$ cat config.mk
export PLATFORM = sky130hd
export DESIGN_NAME = clock_set_ctrl
export DESIGN_NICKNAME = d
export VERILOG_FILES = /design/src/rtl/clock_set_ctrl.sv
export SDC_FILE = /design/constraint.sdc
export NUM_CORES = 1
export LEC_CHECK = 0
export ABC_AREA = 1
export CELL_PAD_IN_SITES_DETAIL_PLACEMENT = 0
export CELL_PAD_IN_SITES_GLOBAL_PLACEMENT = 1
export CORE_AREA = 8 8 167 169
export DETAILED_ROUTE_END_ITERATION = 7
export DIE_AREA = 0 0 175 177
export MAX_ROUTING_LAYER = met4
export PLACE_DENSITY = 0.72
export SYNTH_ARGS = -nofsm -noshare
export SYNTH_HDL_FRONTEND = slang
export SYNTH_SLANG_ARGS = --single-unit
$ cat constraint.sdc
create_clock -name clk -period 3.9 [get_ports clk]
set_input_delay 0.78 -clock clk [delete_from_list [all_inputs] [get_ports clk]]
set_output_delay 0.78 -clock clk [all_outputs]
set_load 0.05 [all_outputs]
$ cat src/rtl/clock_set_ctrl.sv
// Front-panel time-setting controller: debounces the edit buttons, holds an edit
// buffer for hh:mm:ss, moves a digit cursor and hands the result to the timekeeper.
//
// state   | meaning
// IDLE    | not editing; button events ignored, waits for set_mod rise
// CAPTURE | copy running time into the edit buffer, reset cursor and blink
// EDIT    | buttons move the cursor and adjust the selected digit
// COMMIT  | one-cycle load of the edit buffer into the timekeeper
module clock_set_ctrl #(
    parameter int DEBOUNCE_CYCLES   = 1000000,
    parameter int BLINK_HALF_PERIOD = 25000000
) (
    input  logic       clk,
    input  logic       reset,
    input  logic       set_mod,
    input  logic       left,
    input  logic       right,
    input  logic       up,
    input  logic       down,
    input  logic [5:0] cur_hours,
    input  logic [5:0] cur_minutes,
    input  logic [5:0] cur_seconds,
    output logic [5:0] set_hours,
    output logic [5:0] set_minutes,
    output logic [5:0] set_seconds,
    output logic       load,
    output logic       editing,
    output logic [2:0] pos,
    output logic [5:0] blink_mask
);

    localparam int DW = $clog2(DEBOUNCE_CYCLES + 1);
    localparam int BW = $clog2(BLINK_HALF_PERIOD + 1);
    localparam logic [DW-1:0] DB_LAST = DW'(DEBOUNCE_CYCLES - 1);
    localparam logic [BW-1:0] BL_LAST = BW'(BLINK_HALF_PERIOD - 1);

    typedef enum logic [1:0] {IDLE, CAPTURE, EDIT, COMMIT} state_t;

    // bit 0 = set_mod, bits 1..4 = left, right, up, down
    logic [4:0]    raw;
    logic [4:0]    sync_a;
    logic [4:0]    sync_b;
    logic          mod_d;
    logic [3:0]    btn_lvl;
    logic [3:0]    btn_lvl_d;
    logic [3:0]    btn_evt;
    logic [DW-1:0] db_cnt [4];

    assign raw = {down, up, right, left, set_mod};

    always_ff @(posedge clk) begin
        if (reset) begin
            sync_a    <= '0;
            sync_b    <= '0;
            mod_d     <= 1'b0;
            btn_lvl   <= '0;
            btn_lvl_d <= '0;
            btn_evt   <= '0;
            for (int i = 0; i < 4; i++) db_cnt[i] <= '0;
        end else begin
            sync_a    <= raw;
            sync_b    <= sync_a;
            mod_d     <= sync_b[0];
            btn_lvl_d <= btn_lvl;
            btn_evt   <= btn_lvl & ~btn_lvl_d;
            for (int i = 0; i < 4; i++) begin
                if (sync_b[i+1] == btn_lvl[i]) begin
                    db_cnt[i] <= '0;
                end else if (db_cnt[i] == DB_LAST) begin
                    db_cnt[i]  <= '0;
                    btn_lvl[i] <= ~btn_lvl[i];
                end else begin
                    db_cnt[i] <= db_cnt[i] + DW'(1);
                end
            end
        end
    end

    logic mod_rise;
    logic mod_fall;
    logic ev_left;
    logic ev_right;
    logic ev_up;
    logic ev_down;
    logic ev_any;

    assign mod_rise = sync_b[0] & ~mod_d;
    assign mod_fall = ~sync_b[0] & mod_d;
    // opposing presses in the same cycle cancel each other
    assign ev_left  = btn_evt[0] & ~btn_evt[1];
    assign ev_right = btn_evt[1] & ~btn_evt[0];
    assign ev_up    = btn_evt[2] & ~btn_evt[3];
    assign ev_down  = btn_evt[3] & ~btn_evt[2];
    assign ev_any   = ev_left | ev_right | ev_up | ev_down;

    logic [6:0] field;
    logic [6:0] step;
    logic [6:0] modulus;
    logic [6:0] sum;
    logic [6:0] diff;
    logic [5:0] next_val;
    logic [2:0] pos_next;

    always_comb begin
        case (pos[2:1])
            2'd0:    field = {1'b0, set_seconds};
            2'd1:    field = {1'b0, set_minutes};
            default: field = {1'b0, set_hours};
        endcase
        step     = pos[0] ? 7'd10 : 7'd1;
        modulus  = (pos[2:1] == 2'd2) ? 7'd24 : 7'd60;
        sum      = field + step;
        diff     = field - step;
        next_val = 6'(field);
        // field < modulus and step <= 10, so one correction lands back in range
        if (ev_up) begin
            next_val = (sum >= modulus) ? 6'(sum - modulus) : 6'(sum);
        end else if (ev_down) begin
            next_val = diff[6] ? 6'(diff + modulus) : 6'(diff);
        end
        pos_next = pos;
        if (ev_left) begin
            pos_next = (pos == 3'd5) ? 3'd0 : pos + 3'd1;
        end else if (ev_right) begin
            pos_next = (pos == 3'd0) ? 3'd5 : pos - 3'd1;
        end
    end

    state_t        state;
    logic [BW-1:0] blink_cnt;
    logic          blank;

    always_ff @(posedge clk) begin
        if (reset) begin
            state       <= IDLE;
            set_hours   <= '0;
            set_minutes <= '0;
            set_seconds <= '0;
            load        <= 1'b0;
            editing     <= 1'b0;
            pos         <= '0;
            blink_mask  <= '0;
            blink_cnt   <= '0;
            blank       <= 1'b0;
        end else begin
            load <= 1'b0;
            case (state)
                IDLE: begin
                    if (mod_rise) begin
                        state   <= CAPTURE;
                        editing <= 1'b1;
                    end
                end
                CAPTURE: begin
                    set_hours   <= (cur_hours   >= 6'd24) ? 6'd0 : cur_hours;
                    set_minutes <= (cur_minutes >= 6'd60) ? 6'd0 : cur_minutes;
                    set_seconds <= (cur_seconds >= 6'd60) ? 6'd0 : cur_seconds;
                    pos         <= '0;
                    blink_cnt   <= '0;
                    blank       <= 1'b0;
                    blink_mask  <= '0;
                    state       <= EDIT;
                end
                EDIT: begin
                    if (mod_fall) begin
                        state      <= COMMIT;
                        load       <= 1'b1;
                        blink_mask <= '0;
                    end else begin
                        case (pos[2:1])
                            2'd0:    set_seconds <= next_val;
                            2'd1:    set_minutes <= next_val;
                            default: set_hours   <= next_val;
                        endcase
                        pos <= pos_next;
                        // any accepted press makes the digit visible right away
                        if (ev_any) begin
                            blink_cnt  <= '0;
                            blank      <= 1'b0;
                            blink_mask <= '0;
                        end else if (blink_cnt == BL_LAST) begin
                            blink_cnt  <= '0;
                            blank      <= ~blank;
                            blink_mask <= blank ? 6'd0 : (6'd1 << pos_next);
                        end else begin
                            blink_cnt  <= blink_cnt + BW'(1);
                            blink_mask <= blank ? (6'd1 << pos_next) : 6'd0;
                        end
                    end
                end
                COMMIT: begin
                    state   <= IDLE;
                    editing <= 1'b0;
                end
                default: state <= IDLE;
            endcase
        end
    end

endmodule

# Word level (Yosys, flattened, before mapping)
# Memories as Yosys holds them, arrays and structs flattened.
# Cells that the tools add are included.
[classes] add_sub_neg=11 order_cmp=4 n_eq_ne=22 n_shift=1 mux=103 bitwise=39 reduce_logical=18
[op_table] operator="$mux 20" n=12
[op_table] operator="$mux 6" n=19
[op_table] operator="$add 20x1->20 const B" n=4
[op_table] operator="$eq 20x20->1 const B" n=4
[op_table] operator="$mux 25" n=3
[op_table] operator="$pmux 6 s2" n=5
[op_table] operator="$mux 1" n=51
[op_table] operator="$pmux 25 s2" n=1
[op_table] operator="$add 25x1->25 const B" n=1
[op_table] operator="$eq 25x25->1 const B" n=1
[op_table] operator="$not 1->1" n=16
[op_table] operator="$mux 3" n=5
[op_table] operator="$or 1x1->1" n=15
[op_table] operator="$reduce_and 2->1" n=7
[op_table] operator="$ge 6x6->1 const B" n=2
[op_table] operator="$reduce_and 3->1" n=4
[op_table] operator="$ne 2x2->1 const B" n=4
[op_table] operator="$pmux 2 s4" n=1
[op_table] operator="$add 6x4->7" n=1
[op_table] operator="$ge 7x6->1" n=1
[op_table] operator="$sub 6x4->7" n=1
[op_table] operator="$add 6x6->6" n=1
[op_table] operator="$and 1x1->1" n=6
[op_table] operator="$eq 2x2->1 const B" n=3
[op_table] operator="other kinds (20)" n=30
[totals] register_bits=80 ram_bits=80 input_bits=25 out_inout_bits=29 elab_cells=218 n_memories=1
[mem_list] memory="db_cnt" words=4 word_bits=20 read_ports=4 rd_ports_with_merged_regs=0 write_ports=4 line_no="47" text="logic [DW-1:0] db_cnt [4];"

# Depth between registers and ports, before layout
[logic_depth] word_depth=10 depth_mapped=26 depth_no_buf=25

# Least setup slack after synthesis
# No wires, ideal clock.
[synth_path] path_kind="flip-flop to flip-flop" startpoint="register pos[1]" endpoint="register set_hours[4]" setup_ps=67 arrival_time_ps=3443 required_time_ps=3833 slack_ps=391 path_stages_with_launch=25 path_buffers=0 synth_period_minus_slack_ps=3509 path_cell_list="dfxtp_1 > inv_2 > nor2_4 > inv_1 > o21a_1 > ha_1 > o21bai_1 > nand3_1 > nand2_1 > nand2_1 > xor2_1 > inv_1 > ha_1 > nand2_1 > nor3_1 > nand3_1 > nor2_2 > nor2_4 > nand2_2 > nand2_1 > nand2_1 > nand2_1 > nand2_1 > nand2_2 > a21oi_2"
[synth_via] elab_chain_len=10 elab_cells_between_ends=20 classes_between="add/sub (4); order compare (1); eq/ne (3); mux (9); reduce/logical (3)"
[synth_lines] item="from (decl)" line_no="28" text="output logic [2:0] pos,"
[synth_lines] item="from (signal assigned)" line_no="175" text="pos <= pos_next;"
[synth_lines] item="$eq 2x1->1 / $logic_not 2->1 (equally long branches)" line_no="105, 170"
[synth_lines] item="$pmux 6 s2" line_no="105" text="case (pos[2:1])"
[synth_lines] item="$sub 6x4->7" line_no="113" text="diff = field - step;"
[synth_lines] item="$add 6x6->6" line_no="119" text="next_val = diff[6] ? 6'(diff + modulus) : 6'(diff);"
[synth_lines] item="$mux 6" line_no="119"
[synth_lines] item="$mux 6" line_no="118" text="end else if (ev_down) begin"
[synth_lines] item="$mux 6" line_no="116" text="if (ev_up) begin"
[synth_lines] item="$mux 6" line_no="170" text="case (pos[2:1])"
[synth_lines] item="$mux 6" line_no="165" text="if (mod_fall) begin"
[synth_lines] item="$pmux 6 s2" line_no="147" text="case (state)"
[synth_lines] item="to (signal assigned)" line_no="155" text="set_hours <= (cur_hours >= 6'd24) ? 6'd0 : cur_hours;"
[synth_lines] item="to (signal assigned)" line_no="173" text="default: set_hours <= next_val;"
[synth_lines] item="to (decl)" line_no="23" text="output logic [5:0] set_hours,"
# Parallel ways exist; a longest one is shown, timed or not. The select of a mux whose other input is x is not followed.
# A chain may end at the register's enable or synchronous reset.

# Final worst setup path
[layout_path] startpoint="register pos[1]" endpoint="register set_minutes[4]"
[layout_via] elab_chain_len=10 elab_cells_between_ends=19 classes_between="add/sub (4); order compare (1); eq/ne (3); mux (9); reduce/logical (2)"
[layout_lines] item="$eq 2x1->1 / $logic_not 2->1 (equally long branches)" line_no="105, 170"
[layout_lines] item="$pmux 6 s2" line_no="105"
[layout_lines] item="$sub 6x4->7" line_no="113"
[layout_lines] item="$add 6x6->6" line_no="119"
[layout_lines] item="$mux 6" line_no="119"
[layout_lines] item="$mux 6" line_no="118"
[layout_lines] item="$mux 6" line_no="116"
[layout_lines] item="$mux 6" line_no="170"
[layout_lines] item="$mux 6" line_no="165"
[layout_lines] item="$pmux 6 s2" line_no="147"
[layout_lines] item="to (signal assigned)" line_no="156" text="set_minutes <= (cur_minutes >= 6'd60) ? 6'd0 : cur_minutes;"
[layout_lines] item="to (signal assigned)" line_no="172" text="2'd1: set_minutes <= next_val;"
[layout_lines] item="to (decl)" line_no="24" text="output logic [5:0] set_minutes,"
# Parallel ways exist; a longest one is shown, timed or not. The select of a mux whose other input is x is not followed.

==> impl_metrics.ini <==
[outcome]
outcome = completed

[synth]
yosys-top-cells-area = edfxtp_1 (27%), dfxtp_1 (18%), nand2_1 (7.9%)
synth_edf_count = 80
yosysUniqueCellTypes = 51
yosys_warnings = 0
ys_seq_elements = 160
syn_avg_cell_area_sq_um = 8.007
syn-cell-area_sq_um = 8736
synth_cells = 1091
synth_ff_type = edfxtp_1
synthArstFlopShare = 0
yosysTopAreaCellShare = 0.2750
ys_seq_area_frac = 0.4583
yosysTopAreaCell = edfxtp_1

[clock_network]
cts_tree = yes
cts_max_path_buffers = 2
cts_root_buf = clkbuf_16
cts_buffers = 17
clock_sinks = 160
cts_setup_buffers = 0
clk_pin_slew_ns = 0.06
clock_latency_ns = 0.42
cts-htree-levels = 4

[critical_path]
worstPathRequired_ns = 4.25
critPathCaptureType = flop
r2r-start = pos[1]
crit_arrival_ns = 3.88
worstSetupStartpoint = pos[1]
critPathCapture = set_minutes[4]
critPathLaunchType = flop
critical_path_class = flop to flop
r2r_end = set_minutes[4]
reg2reg_depth = 24
reg2reg_setup_slack_ns = 0.37
path_max_fanout = 8

[global_route]
grt_antenna_before_repair = 0
grtUsageTotal = 0.1371
grt_start_max_net_pins = 38
grt.overflow.total = 0
grt_pass1_vias = 6930
grt_pass1_wl_microns = 33950

[placed_design]
io_buffer_count = 53
place.gp.congestion = 0.8370
hpwlAfterDp_microns = 15230

[detailed_routing]
routed_wl_microns = 20000
via_count = 7244
wl_per_cell_microns = 12.68
ant_nets = 0
drt-initial-drc-count = 446
drc = 0
via_per_inst = 4.591
firstDrtPassIters = 5

[timing]
setup_viol = 0
finClkSkew_ns = 0.01266
post-route-min-period_ns = 3.526
fin_crit_sh = 0.9042
rsz0062_at_grt = no
fmax_mhz = 283.6
final.setup.tns_ns = 0
slew_viol_final = 0
slew_headroom = 0.4550
tightest_slew_ns = 0.8176
finalHoldViolations = 0

[die]
start_util = 0.3430
die_area_sq_um = 30980
num_io_pins = 54
core_area_sq_um = 25470
die_w_microns = 175
fp-row-count = 59
die_h_microns = 177

[cells_and_area]
final_nets = 1283
drive_gt1_frac = 0.06999
syn2layout_area_growth_pct = 19.89
num-fill-cells = 2600
antenna_cells = 0
post-route-util = 0.4113

[min_path]
min_path_type = flop to flop

[power_and_ir_drop]
powerDensity_nw_per_um2 = 529.6
ir_worst_vdd_mv = 0.3197
leakage_nw = 4.184

[run]
drv_cap = 0
[cells by family after synthesis]
family                     count (synthesis)  share of synthesized area
adders and majority gates                 28                    0.04182
other                                      1                  0.0004293
AOI/OAI and AO/OA                        168                     0.1111
and+or+nand+nor                          521                     0.2794
buffers and inverters                    185                    0.08078
DFF                                      160                     0.4583
xor gates and xnor gates                  28                    0.02807
[final cells by class]
cell class / instances / area, sq um / share of cell area
clock inverter: 14 / 105.1 / 0.01003
multi-input combinational: 825 / 4323 / 0.4127
timing repair buffer: 57 / 555.5 / 0.05304
inverter: 169 / 634.4 / 0.06057
clock buffer: 18 / 430.4 / 0.04109
tap: 335 / 419.2 / 0.04002
sequential: 160 / 4006 / 0.3825
[cell usage after synthesis, types with 14 or more instances]
master	number
o21ai_0	34
xor2_1	19
nand4_1	23
nor3b_1	22
nor4_1	16
nor2_1	144
ha_1	26
inv_1	161
nand2_1	185
a21oi_1	81
dfxtp_1	80
nand3_1	47
o21a_1	14
nor3_1	44
edfxtp_1	80
[metal layers]
metal / wire length, microns / track usage / part of all wire
met5: 0 / - / 0
met1: 10570 / 0.1863 / 0.53
met4: 183 / 0.03886 / 0.0091
met3: 606 / 0.02390 / 0.030
met2: 8649 / 0.2069 / 0.43
[metrics by stage]
| step | power, mW | hold slack [ns] | std cells | setup slack, ns | cell area [sq um] |
|---|---|---|---|---|---|
| after floorplan | 3.434 | 0.3732 | 1170 | 0.3906 | 9032 |
| after global placement | 4.039 | 0.3817 | 1546 | 0.4363 | 9936 |
| after detailed placement | 4.042 | 0.3818 | 1546 | 0.2859 | 9936 |
| after CTS | 5.611 | 0.3897 | 1578 | 0.2586 | 10470 |
| after global routing | 5.915 | 0.3983 | 1578 | 0.04894 | 10470 |
| final | 5.547 | 0.3874 | 1578 | 0.3735 | 10470 |
[cell usage in the layout (no fill, tap or decap), types with 3 or more instances in the layout]
cell / count
nand2_1: 185
edfxtp_1: 80
inv_6: 4
inv_1: 161
clkdlybuf4s50_1: 52
conb_1: 80
o21ai_0: 34
a221oi_1: 3
dfxtp_1: 78
nor3_1: 44
a21oi_2: 4
o21bai_1: 3
o22ai_1: 3
a31oi_1: 12
buf_4: 4
nor2_1: 144
clkinv_4: 4
xnor2_1: 9
a211oi_1: 5
nor4_1: 16
nand2_2: 6
or2_2: 3
inv_2: 7
xor2_1: 19
nor3b_1: 22
clkbuf_16: 17
nand4_1: 23
clkinv_2: 3
a21oi_1: 81
nor2_4: 4
nand3_1: 47
nor3_2: 4
ha_1: 26
nor2_2: 7
o21a_1: 14
and3_1: 3
[power breakdown]
| part | internal [mW] | leakage [nW] | switching [mW] |
|---|---|---|---|
| logic | 0.609 | 2.44 | 1.32 |
| registers | 1.92 | 1.48 | 0.154 |
| clock network | 0.825 | 0.269 | 0.715 |
| total | 3.36 | 4.18 | 2.19 |
[sequential cells by signal (all words and copies together), names as in the netlist]
register / count
btn_lvl: 4
blink_mask: 6
btn_lvl_d: 4
editing: 1
blink_cnt: 25
db_cnt: 80
state: 2
sync_b: 5
pos: 3
load: 1
set_seconds: 6
set_minutes: 6
set_hours: 6
blank: 1
btn_evt: 4
sync_a: 5
mod_d: 1
[worst min-delay path by stage]
stage            startpoint          to  slack [ns]  cells past startpoint
3_3_place_gp   btn_lvl_d[3]  btn_evt[3]        0.38                      1
5_1_grt        btn_lvl_d[3]  btn_evt[3]        0.40                      1
6_report       btn_lvl_d[3]  btn_evt[3]        0.39                      1
3_5_place_dp   btn_lvl_d[3]  btn_evt[3]        0.38                      1
4_1_cts        btn_lvl_d[3]  btn_evt[3]        0.39                      1
2_1_floorplan  btn_lvl_d[3]  btn_evt[3]        0.37                      1
[worst max-delay path: stages (launching register included)]
cell and delay [ns]:
dfxtp_2 0.45, inv_2 0.08, nor2_4 0.12, inv_1 0.10
o21a_1 0.28, ha_1 0.31, o21bai_1 0.19, nand3_1 0.14
nand2_1 0.08, nand2_1 0.06, xor2_1 0.18, inv_1 0.07
ha_1 0.33, nand2_1 0.07, nor3_1 0.13, nand3_1 0.12
nor2_2 0.18, nor2_4 0.06, nand2_2 0.07, nand2_1 0.05
nand2_1 0.06, nand2_1 0.04, nand2_1 0.07, nand2_2 0.08
a21oi_2 0.13
[timing repair]
item	4_1_cts	5_1_grt
hold buffers	0	0
setup endpoints to repair	0	11
gates resized for setup	0	2
(Power assumes the default switching activity.)
